**src/rtl/wb_rr_arbiter_if.sv**
```systemverilog
// Wishbone bundle between three masters, the arbiter and one slave port.
// The slave modport is the arbiter's view; master is the surrounding environment.
interface wb_rr_arbiter_if;
  logic [2:0]  m_cyc_i;
  logic [2:0]  m_stb_i;
  logic [2:0]  m_we_i;
  logic [95:0] m_adr_i;
  logic [95:0] m_dat_i;
  logic [11:0] m_sel_i;
  logic [31:0] m_dat_o;
  logic [2:0]  m_ack_o;
  logic [2:0]  m_err_o;
  logic [2:0]  m_rty_o;
  logic        s_cyc_o;
  logic        s_stb_o;
  logic        s_we_o;
  logic [31:0] s_adr_o;
  logic [31:0] s_dat_o;
  logic [3:0]  s_sel_o;
  logic [31:0] s_dat_i;
  logic        s_ack_i;
  logic        s_err_i;
  logic        s_rty_i;

  modport slave (
    input  m_cyc_i, m_stb_i, m_we_i, m_adr_i, m_dat_i, m_sel_i,
    output m_dat_o, m_ack_o, m_err_o, m_rty_o,
    output s_cyc_o, s_stb_o, s_we_o, s_adr_o, s_dat_o, s_sel_o,
    input  s_dat_i, s_ack_i, s_err_i, s_rty_i
  );

  modport master (
    output m_cyc_i, m_stb_i, m_we_i, m_adr_i, m_dat_i, m_sel_i,
    input  m_dat_o, m_ack_o, m_err_o, m_rty_o,
    input  s_cyc_o, s_stb_o, s_we_o, s_adr_o, s_dat_o, s_sel_o,
    output s_dat_i, s_ack_i, s_err_i, s_rty_i
  );
endinterface

```
**src/rtl/wb_rr_arbiter.sv**
```systemverilog
// Three-master round-robin Wishbone arbiter; a grant lasts for the owner's whole cyc,
// and a slave that stalls a strobe for `timeout` cycles is aborted with err.
module wb_rr_arbiter #(
  parameter int tmo_width = 8,
  parameter int timeout   = 255
) (
  input  logic             clk,
  input  logic             reset_n,
  wb_rr_arbiter_if.slave   bus,
  output logic [1:0]       grant_o,
  output logic             busy_o
);

  typedef enum logic [1:0] {
    ST_IDLE    = 2'd0,
    ST_GRANT   = 2'd1,
    ST_TIMEOUT = 2'd2
  } state_t;

  localparam bit                   TMO_EN  = (timeout != 0);
  localparam logic [tmo_width-1:0] TC_LAST = tmo_width'(timeout - 1);

  state_t               state_r;
  logic [1:0]           g_r;
  logic [tmo_width-1:0] tc_r;

  logic        cyc_g_s;
  logic        stb_g_s;
  logic        we_g_s;
  logic [31:0] adr_g_s;
  logic [31:0] dat_g_s;
  logic [3:0]  sel_g_s;
  logic [2:0]  onehot_s;
  logic        stall_s;

  function automatic logic [1:0] inc3(input logic [1:0] i);
    case (i)
      2'd0:    inc3 = 2'd1;
      2'd1:    inc3 = 2'd2;
      default: inc3 = 2'd0;
    endcase
  endfunction

  // Search order g+1, g+2, g: the previous owner has lowest priority.
  function automatic logic [1:0] pick(input logic [1:0] g, input logic [2:0] req);
    logic [1:0] c1;
    logic [1:0] c2;
    logic [1:0] c3;
    c1 = inc3(g);
    c2 = inc3(c1);
    c3 = inc3(c2);
    if (req[c1])      pick = c1;
    else if (req[c2]) pick = c2;
    else              pick = c3;
  endfunction

  // Select the fields of the currently granted master.
  always_comb begin
    cyc_g_s  = 1'b0;
    stb_g_s  = 1'b0;
    we_g_s   = 1'b0;
    adr_g_s  = 32'h0000_0000;
    dat_g_s  = 32'h0000_0000;
    sel_g_s  = 4'h0;
    onehot_s = 3'b000;
    case (g_r)
      2'd0: begin
        cyc_g_s = bus.m_cyc_i[0]; stb_g_s = bus.m_stb_i[0]; we_g_s = bus.m_we_i[0];
        adr_g_s = bus.m_adr_i[31:0]; dat_g_s = bus.m_dat_i[31:0]; sel_g_s = bus.m_sel_i[3:0];
        onehot_s = 3'b001;
      end
      2'd1: begin
        cyc_g_s = bus.m_cyc_i[1]; stb_g_s = bus.m_stb_i[1]; we_g_s = bus.m_we_i[1];
        adr_g_s = bus.m_adr_i[63:32]; dat_g_s = bus.m_dat_i[63:32]; sel_g_s = bus.m_sel_i[7:4];
        onehot_s = 3'b010;
      end
      2'd2: begin
        cyc_g_s = bus.m_cyc_i[2]; stb_g_s = bus.m_stb_i[2]; we_g_s = bus.m_we_i[2];
        adr_g_s = bus.m_adr_i[95:64]; dat_g_s = bus.m_dat_i[95:64]; sel_g_s = bus.m_sel_i[11:8];
        onehot_s = 3'b100;
      end
      default: begin
        onehot_s = 3'b000;
      end
    endcase
  end

  assign stall_s = (state_r == ST_GRANT) && stb_g_s &&
                   !bus.s_ack_i && !bus.s_err_i && !bus.s_rty_i;

  // Bus routing: straight-through in GRANT, forced err pulse in TIMEOUT, quiet otherwise.
  always_comb begin
    bus.m_dat_o = bus.s_dat_i;
    bus.m_ack_o = 3'b000;
    bus.m_err_o = 3'b000;
    bus.m_rty_o = 3'b000;
    bus.s_cyc_o = 1'b0;
    bus.s_stb_o = 1'b0;
    bus.s_we_o  = 1'b0;
    bus.s_adr_o = 32'h0000_0000;
    bus.s_dat_o = 32'h0000_0000;
    bus.s_sel_o = 4'h0;
    case (state_r)
      ST_GRANT: begin
        bus.s_cyc_o = cyc_g_s;
        bus.s_stb_o = stb_g_s;
        bus.s_we_o  = we_g_s;
        bus.s_adr_o = adr_g_s;
        bus.s_dat_o = dat_g_s;
        bus.s_sel_o = sel_g_s;
        bus.m_ack_o = {3{bus.s_ack_i}} & onehot_s;
        bus.m_err_o = {3{bus.s_err_i}} & onehot_s;
        bus.m_rty_o = {3{bus.s_rty_i}} & onehot_s;
      end
      ST_TIMEOUT: begin
        bus.m_err_o = onehot_s;
      end
      default: begin
        bus.m_err_o = 3'b000;
      end
    endcase
  end

  // Arbitration FSM with stall watchdog.
  always_ff @(posedge clk or negedge reset_n) begin
    if (!reset_n) begin
      state_r <= ST_IDLE;
      g_r     <= 2'd2;
      tc_r    <= {tmo_width{1'b0}};
    end else begin
      case (state_r)
        ST_IDLE: begin
          tc_r <= {tmo_width{1'b0}};
          if (|bus.m_cyc_i) begin
            g_r     <= pick(g_r, bus.m_cyc_i);
            state_r <= ST_GRANT;
          end
        end
        ST_GRANT: begin
          if (!cyc_g_s) begin
            state_r <= ST_IDLE;
            tc_r    <= {tmo_width{1'b0}};
          end else if (stall_s) begin
            if (TMO_EN && (tc_r == TC_LAST)) begin
              state_r <= ST_TIMEOUT;
              tc_r    <= {tmo_width{1'b0}};
            end else begin
              tc_r <= tc_r + 1'b1;
            end
          end else begin
            tc_r <= {tmo_width{1'b0}};
          end
        end
        ST_TIMEOUT: begin
          tc_r    <= {tmo_width{1'b0}};
          state_r <= cyc_g_s ? ST_GRANT : ST_IDLE;
        end
        default: begin
          state_r <= ST_IDLE;
          tc_r    <= {tmo_width{1'b0}};
        end
      endcase
    end
  end

  assign busy_o  = (state_r != ST_IDLE);
  assign grant_o = g_r;

endmodule
```
**src/flat_wrapper.sv**
```systemverilog
// flat-port wrapper written by rule: the top's interface ports become plain ports
module wb_rr_arbiter_flat 
#(
  parameter int tmo_width = 8,
  parameter int timeout   = 255
)
  (clk, reset_n, grant_o, busy_o, bus_m_cyc_i, bus_m_stb_i, bus_m_we_i, bus_m_adr_i, bus_m_dat_i, bus_m_sel_i, bus_m_dat_o, bus_m_ack_o, bus_m_err_o, bus_m_rty_o, bus_s_cyc_o, bus_s_stb_o, bus_s_we_o, bus_s_adr_o, bus_s_dat_o, bus_s_sel_o, bus_s_dat_i, bus_s_ack_i, bus_s_err_i, bus_s_rty_i);
  wb_rr_arbiter_if bus_i ();
  input  logic clk;
  input  logic reset_n;
  output logic [1:0] grant_o;
  output logic busy_o;
  input wire logic [$bits(bus_i.m_cyc_i)-1:0] bus_m_cyc_i;
  input wire logic [$bits(bus_i.m_stb_i)-1:0] bus_m_stb_i;
  input wire logic [$bits(bus_i.m_we_i)-1:0] bus_m_we_i;
  input wire logic [$bits(bus_i.m_adr_i)-1:0] bus_m_adr_i;
  input wire logic [$bits(bus_i.m_dat_i)-1:0] bus_m_dat_i;
  input wire logic [$bits(bus_i.m_sel_i)-1:0] bus_m_sel_i;
  output wire logic [$bits(bus_i.m_dat_o)-1:0] bus_m_dat_o;
  output wire logic [$bits(bus_i.m_ack_o)-1:0] bus_m_ack_o;
  output wire logic [$bits(bus_i.m_err_o)-1:0] bus_m_err_o;
  output wire logic [$bits(bus_i.m_rty_o)-1:0] bus_m_rty_o;
  output wire logic [$bits(bus_i.s_cyc_o)-1:0] bus_s_cyc_o;
  output wire logic [$bits(bus_i.s_stb_o)-1:0] bus_s_stb_o;
  output wire logic [$bits(bus_i.s_we_o)-1:0] bus_s_we_o;
  output wire logic [$bits(bus_i.s_adr_o)-1:0] bus_s_adr_o;
  output wire logic [$bits(bus_i.s_dat_o)-1:0] bus_s_dat_o;
  output wire logic [$bits(bus_i.s_sel_o)-1:0] bus_s_sel_o;
  input wire logic [$bits(bus_i.s_dat_i)-1:0] bus_s_dat_i;
  input wire logic [$bits(bus_i.s_ack_i)-1:0] bus_s_ack_i;
  input wire logic [$bits(bus_i.s_err_i)-1:0] bus_s_err_i;
  input wire logic [$bits(bus_i.s_rty_i)-1:0] bus_s_rty_i;
  assign bus_i.m_cyc_i = bus_m_cyc_i;
  assign bus_i.m_stb_i = bus_m_stb_i;
  assign bus_i.m_we_i = bus_m_we_i;
  assign bus_i.m_adr_i = bus_m_adr_i;
  assign bus_i.m_dat_i = bus_m_dat_i;
  assign bus_i.m_sel_i = bus_m_sel_i;
  assign bus_m_dat_o = bus_i.m_dat_o;
  assign bus_m_ack_o = bus_i.m_ack_o;
  assign bus_m_err_o = bus_i.m_err_o;
  assign bus_m_rty_o = bus_i.m_rty_o;
  assign bus_s_cyc_o = bus_i.s_cyc_o;
  assign bus_s_stb_o = bus_i.s_stb_o;
  assign bus_s_we_o = bus_i.s_we_o;
  assign bus_s_adr_o = bus_i.s_adr_o;
  assign bus_s_dat_o = bus_i.s_dat_o;
  assign bus_s_sel_o = bus_i.s_sel_o;
  assign bus_i.s_dat_i = bus_s_dat_i;
  assign bus_i.s_ack_i = bus_s_ack_i;
  assign bus_i.s_err_i = bus_s_err_i;
  assign bus_i.s_rty_i = bus_s_rty_i;
  wb_rr_arbiter #(.tmo_width(tmo_width), .timeout(timeout)) u_core (.clk(clk), .reset_n(reset_n), .bus(bus_i), .grant_o(grant_o), .busy_o(busy_o));
endmodule
```
**config.mk**
```make
export PLATFORM = sky130hd
export DESIGN_NAME = wb_rr_arbiter_flat
export DESIGN_NICKNAME = d
export VERILOG_FILES = /design/src/rtl/wb_rr_arbiter_if.sv /design/src/rtl/wb_rr_arbiter.sv /design/src/flat_wrapper.sv
export SDC_FILE = /design/constraint.sdc
export NUM_CORES = 1
export LEC_CHECK = 0
export CORE_AREA = 2 2 142 144
export CTS_CLUSTER_SIZE = 25
export DETAILED_ROUTE_END_ITERATION = 8
export DIE_AREA = 0 0 144 146
export PLACE_DENSITY_LB_ADDON = 0.1
export SLEW_MARGIN = 10
export SYNTH_ARGS = -nofsm -noshare
export SYNTH_HDL_FRONTEND = slang
export SYNTH_SLANG_ARGS = --single-unit
```
**constraint.sdc**
```tcl
create_clock -name clk -period 3.43 [get_ports clk]
set_clock_uncertainty 0.15 [all_clocks]
set_input_delay 0.686 -clock clk [delete_from_list [all_inputs] [get_ports clk]]
set_output_delay 0.686 -clock clk [all_outputs]
set_load 0.02 [all_outputs]
```
==> metrics.md <==
| Metric | Value |
|---|---|
| Outcome | `finished clean` |
| Crit path cell chain | `clkdlybuf4s50_1 > mux2i_1 > o21ai_0 > nand2_1 > inv_1 > clkdlybuf4s50_1` |
| Share of layout cells above drive strength 1 | `2.95%` |
| Wire length per cell | `15.1 um` |
| R2R setup slack | `1.17 ns` |
| Core area | `19300 um2` |
| Site row count | `51` |
| Max-cap viol count | `0` |
| Slowest CP cell | `clkdlybuf4s50_1` |
| Antenna cells | `0` |
| Initial core utilization | `15.0%` |
| Syn avg cell area | `6.72 um2` |
| Clock transition at path regs | `0.05 ns` |
| Setup TNS Final | `0 ns` |
| Final Setup Violations | `0` |
| Worst-skew pair later-pin latency | `0.24 ns` |
| Peak supply drop | `282 uV` |
| Vias per cell | `4.06` |
| Setup Crit Path Kind | `in2out` |
| Power Dens Cells | `605 nW/um2` |
| First-pass GRT wire length | `20600 um` |
| HP Class | `reg2reg` |
| Synthesized instance count | `431` |
| CTS tree | `yes` |
| Most used cell along the critical path | `clkdlybuf4s50_1` |
| Crit end category | `output pin` |
| Mapped Nets | `687` |
| Flops & latches, synth | `12` |
| Nets | `934` |
| Layout area overhead | `109%` |
| Post-synth EDFFs | `0` |
| Cts repair resizes | `0` |
| Peak Freq | `306 MHz` |
| Layout Cells excl Fill | `942` |
| Design Area, Final | `6050 um2` |
| Ys async rst share | `100%` |
| Height of the die | `146 um` |
| Cell-internal power | `1.89 mW` |
| Final Util | `31.3%` |
| DIE AREA | `21000 um2` |
| DRT Wirelength | `14300 um` |
| Vias | `3822` |
| Vias in the first global route | `3751` |
| Routed Antenna Nets | `0` |
| Ys flop type | `dfrtp_1` |
| Initial antenna violation count | `0` |
| Die X | `144 um` |
| DR DRC count | `0` |
| Hpwl dp | `11200 um` |
| Synth unique cells | `32` |
| Leakage Power | `2.29 nW` |
| Slew Limit Fails | `0` |
| Worst Path Max Fanout | `4` |
| I/O Buffers | `300` |
| CTS Root Buffer Type | `clkbuf_16` |
| Power, Total | `3.66 mW` |
| First-pass detailed-route iteration total | `5` |
| Clk sinks | `12` |
| Placed instance count | `938` |
| Clock network power share | `5.9%` |
| CTS Hold Buffers Added | `0` |
| Number of CTS-inserted buffers | `3` |
| Slew margin rel. | `59.7%` |
| Crit path time final | `3.27 ns` |
| CTS H-tree lvls | `1` |
| Final Hold Fails | `0` |
| Sequential power share | `6.0%` |
| I/O pin cnt | `365` |
| Gr usage total | `12.2%` |
| RSZ-0062 raised after global routing | `no` |
| Gate power share | `88.1%` |
| Switching fraction of total power | `48.3%` |
| Mapped Area | `2900 um2` |
| Seq/Total Area, Yosys | `10.4%` |
| Dpl cell area | `5970 um2` |
| WP data arrival | `2.43 ns` |
| Hold slack final | `0.391 ns` |
| NetSw | `1.77 mW` |
| Final worst-path cycle share | `95.3%` |
| Slew @ Worst Pin | `0.603 ns` |
| CP startpoint kind | `primary input` |
| Worst path max stage delay | `0.60 ns` |
| Max Root-Sink Buffers | `2` |
| Placement Setup Slack | `0.183 ns` |
| Detailed Route Iter0 Violations | `103` |
| Fill cells | `2062` |
| Final WS setup | `0.161 ns` |
| Setup Fix Bufs, Post-CTS | `0` |
| RePlAce Congestion | `0.788` |
| Critical path required time | `2.59 ns` |
| Grt total ovfl | `0` |
| Pin count of the biggest net entering global routing | `84` |
| Synth Warn # | `0` |
==> power by group through the flow <==
stage	Sequential [mW]	Combinational (mW)	Clock [mW]
3_5_place_dp	0.224	3.28	0
5_1_grt	0.227	3.49	0.224
4_1_cts	0.222	3.29	0.221
6_report	0.220	3.23	0.216
3_3_place_gp	0.224	3.28	0
2_1_floorplan	0.196	1.87	0
==> layer usage <==
| metal | wire length (um) | GRT usage [%] | vias up | part of all wire [%] |
|---|---|---|---|---|
| li1 | - | - | 1898 | - |
| met1 | 5360 | 13.3 | 1712 | 38 |
| met2 | 7410 | 23.8 | 196 | 52 |
| met3 | 1320 | 3.06 | 16 | 9.2 |
| met4 | 168 | 1.86 | 0 | 1.2 |
| met5 | 0 | 0 | - | 0 |
==> cell usage after synthesis, types with 5 or more instances <==
library cell	number	area share [%]
nor2_1	17	2.2
dfrtp_1	11	9.5
inv_1	7	0.91
xor2_1	5	1.5
mux2i_1	71	25
and2_1	69	15
buf_4	32	8.3
buf_1	5	0.65
buf_2	11	1.9
o21ai_0	72	12
ha_1	6	2.6
nand2_1	76	9.8
clkbuf_1	18	2.3
==> registers in the layout, summed over array words and instances (netlist names) <==
name,count
u_core.tc_r,8
u_core.state_r,2
u_core.grant_o,2
==> kinds of logic (layout without fill, tap and decap cells) <==
group / after synthesis / count (layout) / synth area share (%)
muxes: 73 / 73 / 25.3
buffers and inverters: 74 / 320 / 14.2
xor gates and xnor gates: 6 / 6 / 1.81
AOI/OAI and AO/OA: 79 / 79 / 14.6
and+or+nand+nor: 181 / 181 / 31.1
adders and majority gates: 6 / 6 / 2.59
DFF: 12 / 12 / 10.4
==> worst max-delay path: cells and delay by family <==
| kind | cells | cell delay [ns] |
|---|---|---|
| muxes | 1 | 0.09 |
| and+or+nand+nor | 1 | 0.16 |
| buffers and inverters | 3 | 1.22 |
| AOI/OAI and AO/OA | 1 | 0.28 |
==> final cells by class <==
class / instances / area [um2] / share of cell area, %
repair buffers: 308 / 3110 / 51.4
multi-input cells: 345 / 2190 / 36.2
clock buffers: 4 / 78.8 / 1.30
flip-flops and latches: 12 / 305 / 5.04
well taps: 265 / 332 / 5.48
inverters: 8 / 30.0 / 0.496
==> path summary, 6_finish.rpt <==
| path | from | end | cells after the start |
|---|---|---|---|
| min in group asynchronous | reset_n | u_core.tc_r[7] | 1 |
| max in group asynchronous | reset_n | u_core.grant_o[0] | 1 |
| min reg2reg | u_core.tc_r[5] | u_core.tc_r[5] | 2 |
| max reg2reg | u_core.state_r[0] | u_core.state_r[0] | 7 |
| max | bus_m_cyc_i[0] | bus_s_cyc_o | 6 |
| min | u_core.tc_r[5] | u_core.tc_r[5] | 2 |
==> cells in the final DEF, fill, tap and decap left out, types with 3 or more instances in the layout <==
cell type / count
and2_1: 69
buf_12: 4
buf_4: 4
clkbuf_16: 3
clkdlybuf4s50_1: 300
dfrtp_1: 10
ha_1: 5
inv_1: 7
mux2i_1: 71
nand2_1: 76
nand3_1: 4
nand3b_1: 3
nand4_1: 3
nor2_1: 17
nor3_1: 4
o21ai_0: 72
xor2_1: 5
Note: power is estimated with default switching activity, not from simulation.
